[config.mk]
export PLATFORM = sky130hd
export DESIGN_NAME = vector_dot_accum
export DESIGN_NICKNAME = d
export VERILOG_FILES = /design/src/rtl/vector_dot_accum_pkg.sv /design/src/rtl/vector_dot_accum_mac_lane.sv /design/src/rtl/vector_dot_accum.sv
export SDC_FILE = /design/constraint.sdc
export NUM_CORES = 2
export LEC_CHECK = 0
export CORE_MARGIN = 4
export CORE_UTILIZATION = 35
export CTS_CLUSTER_SIZE = 25
export DETAILED_ROUTE_END_ITERATION = 6
export DONT_BUFFER_PORTS = 1
export PLACE_DENSITY = 0.59
export SLEW_MARGIN = 15
export SYNTH_ARGS = -nofsm -noshare
export SYNTH_HDL_FRONTEND = slang
export SYNTH_SLANG_ARGS = --single-unit
export TNS_END_PERCENT = 20
[constraint.sdc]
create_clock -name clk -period 20.4 [get_ports clk]
set_input_delay 3.06 -clock clk [delete_from_list [all_inputs] [get_ports clk]]
set_output_delay 3.06 -clock clk [all_outputs]
set_load 0.01 [all_outputs]
[src/rtl/vector_dot_accum_pkg.sv]
// Shared opcodes, readout sizing helpers and FSM state type for the
// vector dot-product accumulator.
package vdot_pkg;

  localparam logic [2:0] OP_LOAD_W   = 3'b000;
  localparam logic [2:0] OP_LOAD_A   = 3'b001;
  localparam logic [2:0] OP_READ_S   = 3'b010;
  localparam logic [2:0] OP_NOP      = 3'b011;
  localparam logic [2:0] OP_ACCUM    = 3'b100;
  localparam logic [2:0] OP_CLR_ACC  = 3'b101;
  localparam logic [2:0] OP_READ_ACC = 3'b110;
  localparam logic [2:0] OP_CLR_ALL  = 3'b111;

  localparam logic [5:0] BCAST_ADDR = 6'h3F;

  function automatic int clog2(input int v);
    int r;
    r = 0;
    for (int i = 0; i < 31; i++) begin
      if ((1 << i) < v) r = i + 1;
    end
    return r;
  endfunction

  function automatic int nbeats(input int acc_w, input int out_w);
    return (acc_w + out_w - 1) / out_w;
  endfunction

  typedef enum logic {ST_IDLE, ST_SHIFT} state_e;

endpackage

[src/rtl/vector_dot_accum_mac_lane.sv]
// One MAC lane: weight/activation registers and a signed or unsigned
// full-width product.
module mac_lane
  import vdot_pkg::*;
#(
  parameter int DATA_W = 8
) (
  input  logic                  clk,
  input  logic                  rst,
  input  logic                  clr,
  input  logic                  we_w,
  input  logic                  we_a,
  input  logic [DATA_W-1:0]     data_in,
  input  logic                  signed_mode,
  output logic [2*DATA_W-1:0]   prod
);

  logic [DATA_W-1:0]   w_q, w_d, a_q, a_d;
  logic [2*DATA_W-1:0] ext_w, ext_a;

  always_comb begin
    w_d = w_q;
    a_d = a_q;
    if (clr) begin
      w_d = '0;
      a_d = '0;
    end else begin
      if (we_w) w_d = data_in;
      if (we_a) a_d = data_in;
    end
  end

  always_ff @(posedge clk) begin
    if (rst) begin
      w_q <= '0;
      a_q <= '0;
    end else begin
      w_q <= w_d;
      a_q <= a_d;
    end
  end

  // The low 2*DATA_W bits of a product of sign-extended operands are the
  // signed product, so one multiplier serves both modes.
  always_comb begin
    ext_w = signed_mode ? {{DATA_W{w_q[DATA_W-1]}}, w_q} : {{DATA_W{1'b0}}, w_q};
    ext_a = signed_mode ? {{DATA_W{a_q[DATA_W-1]}}, a_q} : {{DATA_W{1'b0}}, a_q};
    prod  = ext_w * ext_a;
  end

endmodule

[src/rtl/vector_dot_accum.sv]
// Multi-lane dot product with persistent accumulator and a framed,
// MSB-first narrow readout of a result snapshot.
//
// state    | meaning
// ST_IDLE  | op_ready=1, ops are executed on acceptance
// ST_SHIFT | streaming snapshot beats, incoming ops are dropped
module vector_dot_accum
  import vdot_pkg::*;
#(
  parameter int LANES  = 8,
  parameter int DATA_W = 8,
  parameter int ACC_W  = 24,
  parameter int OUT_W  = 8
) (
  input  logic              clk,
  input  logic              rst,
  input  logic              op_valid,
  input  logic [2:0]        op,
  input  logic [5:0]        addr,
  input  logic [DATA_W-1:0] data_in,
  input  logic              signed_mode,
  output logic              op_ready,
  output logic [OUT_W-1:0]  out_data,
  output logic              out_valid,
  output logic              out_last,
  output logic              busy
);

  localparam int NB    = nbeats(ACC_W, OUT_W);
  localparam int CNT_W = clog2(NB) + 1;
  localparam int EXT   = ACC_W - 2 * DATA_W;

  state_e              state_q, state_d;
  logic [CNT_W-1:0]    cnt_q, cnt_d;
  logic [ACC_W-1:0]    acc_q, acc_d;
  logic [ACC_W-1:0]    snap_q, snap_d;
  logic [ACC_W-1:0]    dot;
  logic [2*DATA_W-1:0] prod [LANES];
  logic                lane_clr, load_w, load_a;
  logic [NB*OUT_W-1:0] snap_pad;
  logic [OUT_W-1:0]    beat;

  for (genvar i = 0; i < LANES; i++) begin : g_lane
    logic hit;
    assign hit = (addr == BCAST_ADDR) || (addr == 6'(i));
    mac_lane #(.DATA_W(DATA_W)) u_lane (
      .clk         (clk),
      .rst         (rst),
      .clr         (lane_clr),
      .we_w        (load_w && hit),
      .we_a        (load_a && hit),
      .data_in     (data_in),
      .signed_mode (signed_mode),
      .prod        (prod[i])
    );
  end

  always_comb begin
    dot = '0;
    for (int i = 0; i < LANES; i++) begin
      dot = dot + (signed_mode ? {{EXT{prod[i][2*DATA_W-1]}}, prod[i]}
                               : {{EXT{1'b0}}, prod[i]});
    end
  end

  always_comb begin
    state_d  = state_q;
    cnt_d    = cnt_q;
    acc_d    = acc_q;
    snap_d   = snap_q;
    lane_clr = 1'b0;
    load_w   = 1'b0;
    load_a   = 1'b0;
    case (state_q)
      ST_IDLE: begin
        if (op_valid) begin
          case (op)
            OP_LOAD_W:   load_w = 1'b1;
            OP_LOAD_A:   load_a = 1'b1;
            OP_READ_S: begin
              snap_d  = dot;
              cnt_d   = CNT_W'(NB - 1);
              state_d = ST_SHIFT;
            end
            OP_ACCUM:    acc_d = acc_q + dot;
            OP_CLR_ACC:  acc_d = '0;
            OP_READ_ACC: begin
              snap_d  = acc_q;
              cnt_d   = CNT_W'(NB - 1);
              state_d = ST_SHIFT;
            end
            OP_CLR_ALL: begin
              lane_clr = 1'b1;
              acc_d    = '0;
            end
            default: ;
          endcase
        end
      end
      ST_SHIFT: begin
        if (cnt_q == '0) state_d = ST_IDLE;
        else             cnt_d   = cnt_q - CNT_W'(1);
      end
      default: state_d = ST_IDLE;
    endcase
  end

  always_ff @(posedge clk) begin
    if (rst) begin
      state_q <= ST_IDLE;
      cnt_q   <= '0;
      acc_q   <= '0;
      snap_q  <= '0;
    end else begin
      state_q <= state_d;
      cnt_q   <= cnt_d;
      acc_q   <= acc_d;
      snap_q  <= snap_d;
    end
  end

  // Counter value selects the slice directly; top slice is zero-padded.
  always_comb begin
    snap_pad              = '0;
    snap_pad[ACC_W-1:0]   = snap_q;
    beat                  = '0;
    for (int b = 0; b < NB; b++) begin
      if (cnt_q == CNT_W'(b)) beat = snap_pad[b*OUT_W +: OUT_W];
    end
  end

  assign op_ready  = (state_q == ST_IDLE);
  assign busy      = !op_ready;
  assign out_valid = (state_q == ST_SHIFT);
  assign out_last  = out_valid && (cnt_q == '0);
  assign out_data  = out_valid ? beat : '0;

endmodule

==> results.txt <==
Status: complete, no violations
Power Density: 17.6 nW/µm²
Leak Pwr: 21.9 nW
Worst EP required: 20.80 ns
Floorplan row count: 123
Vias: 27,335
Drt first pass iters: 7
Total grt overflow: 0
Critical path endpoint category: flop
Post-detail-place hpwl: 77.5 mm
Synthesized cell area: 39,700 µm²
Setup_tns: 0 ns
Upper clock frequency limit: 72.8 MHz
Max Cap Viol: 0
Number of routed nets with antenna violations: 0
Final Cell Area: 41,800 µm²
Post-place instance area: 41,100 µm²
Max VDD drop: 68.5 µV
Num ports: 33
Post_cts resized: 0
Final Instance Count excl. Fillers: 5,783
Setup violators final: 0
CTS Sinks: 180
CTS Buffer Depth: 2
Input/output buffers: 0
Ant diodes: 0
Final WL: 93.7 mm
GR Util All Layers: 16.1%
First-pass GRT wire length: 156 mm
Number of synthesized flops with an enable pin: 0
Vias in the first global route: 28,839
DR iter-0 viols: 1,309
Total setup buffers inserted after CTS: 0
Main flop type after synthesis: dfxtp_1
Initial antenna violation count: 3
CTS Buf Count: 17
DR vias/cell: 4.73
Worst-path cell with the longest stage delay: fa_1
Startpoint type of the worst setup path: primary input
CP arrival: 14.14 ns
Synth Instances: 4,391
RSZ-0062 raised after global routing: false
Nets@finish: 5,455
#FFs+latches synth: 180
CTS tree: done
Hold Fails Final Rpt: 0
Final cycle utilization of the critical path: 67.4%
Crit Path Class: in2reg
Hold buffers post-CTS: 0
Routed wire per std cell: 16.2 µm
Largest net degree at the start of global routing: 73
DRC violations left: 0
Root buffer cell: clkbuf_16
Critical Path Fanout Max: 72
Slowest stage delay, CP: 0.64 ns
Worst hold path type: reg2reg
Skew final: 0.0206 ns
Final GP Congestion: 0.895
Commonest cells after routing, fill and taps aside: 1,017 x inv_1, 723 x fa_1, 441 x ha_1
Yosys warnings: 0
Register area share after synthesis: 9.07%
Rel. slew slack: 21.8%
H-tree level count: 4
Die height: 345 µm
Slew Limit Fails: 0
Syn Nets: 5,576
Initial core utilization: 35.3%
Pre-CTS setup slack: 6.23 ns
Share of layout cells above drive strength 1: 1.73%
Least-Margin Pin Slew: 1.17 ns
Most frequent CP cell: fa_1
Yosys cell types: 75
Post-Syn Area per Cell: 9.05 µm²
Skew-Pair Late Insertion Delay: 0.51 ns
Setup ws final: 6.66 ns
Die X-Extent: 345 µm
Ys async rst share: 0%
Fillers: 11,489
Most common cell after layout, fill and taps aside: inv_1
Area Growth Syn to Fin: 5.10%
Minimum clock period: 13.74 ns
Clock Pin Slew Worst Setup and Hold Paths: 0.09 ns
Die area: 119,000 µm²
Core area: 113,000 µm²
Placed cells: 5,751
==> sequential cells by signal, summed over array words and instances (netlist names) <==
signal             flops
cnt_q                  3
acc_q                 24
snap_pad              24
g_lane.u_lane.w_q     64
g_lane.u_lane.a_q     64
busy                   1
==> final timing paths <==
check / from / to / slack [ns] / cells past startpoint
hold / removal: snap_pad[18]$_SDFFE_PP0P_ / snap_pad[18]$_SDFFE_PP0P_ / 0.45 / 2
setup reg to reg: g_lane[4].u_lane.w_q[7]$_SDFFE_PP0P_ / acc_q[23]$_SDFFE_PP0P_ / 8.66 / 42
hold reg to reg: snap_pad[18]$_SDFFE_PP0P_ / snap_pad[18]$_SDFFE_PP0P_ / 0.45 / 2
setup / recovery: signed_mode / acc_q[23]$_SDFFE_PP0P_ / 6.66 / 42
==> worst max-delay path: cells and delay by family <==
| kind | cells | cell delay (ns) |
|---|---|---|
| AOI/OAI and AO/OA | 12 | 2.85 |
| buffers and inverters | 8 | 0.44 |
| adders and majority gates | 13 | 5.99 |
| and+or+nand+nor | 7 | 1.24 |
| xor gates and xnor gates | 2 | 0.46 |
==> layout make-up <==
cell class	count	area, µm²	area share (%)
Clock buffer	17	425	1.02
Clock inverter	15	210	0.503
Inverter	1017	3820	9.14
Multi-Input combinational cell	3047	31800	76.1
Sequential cell	180	3600	8.63
Tap cell	1500	1880	4.49
Timing Repair Buffer	7	52.6	0.126
==> synth_stat cells, drive strengths merged, types with 26 or more instances <==
master / number / share of area (%)
nor2: 242 / 2.3
nor2b: 30 / 0.47
clkbuf: 136 / 1.3
mux2i: 132 / 3.3
ha: 441 / 14
o21ai: 45 / 0.57
and3: 64 / 1.0
a21oi: 114 / 1.4
nand2: 287 / 2.7
xnor2: 209 / 4.6
inv: 1017 / 9.6
a21o: 32 / 0.60
and2: 392 / 6.2
dfxtp: 180 / 9.1
fa: 723 / 36
nor3: 26 / 0.33
xor2: 62 / 1.4
nand3: 35 / 0.44
==> report_power, final <==
part / internal (mW) / switching, mW / total [mW] / leakage (nW)
Clock: 0.170 / 0.193 / 0.364 / 0.301
Sequential: 0.352 / 0.00128 / 0.353 / 1.45
Combinational: 0.00423 / 0.0151 / 0.0193 / 20.1
==> logic make-up after synthesis <==
group / after synthesis / synth area share (%)
AND/OR/NAND/NOR: 1136 / 14.4
multiplexers: 134 / 3.38
adder cells (fa/ha/maj): 1164 / 50.3
XOR/XNOR: 271 / 5.97
AO/OA/AOI/OAI: 342 / 5.87
flip-flops: 180 / 9.07
buffers and inverters: 1164 / 11.0
==> layer usage <==
layer | up-vias | share of wire [%] | track usage [%]
met5 | - | 0 | 0
li1 | 13127 | - | -
met1 | 13735 | 47 | 22.4
met2 | 402 | 48 | 26.8
met4 | 0 | 1.4 | 3.17
met3 | 71 | 4.2 | 2.12
==> through the flow <==
| stage | hold WS (ns) | utilization [%] | total power [mW] |
|---|---|---|---|
| global route | 0.469 | 37.1 | 0.760 |
| finish | 0.448 | 37.1 | 0.736 |
| detailed placement | 0.439 | 36.5 | 0.381 |
| global placement | 0.433 | 36.5 | 0.381 |
| floorplan | 0.432 | - | 0.380 |
| CTS | 0.449 | 37.1 | 0.746 |
(Power assumes the default switching activity.)
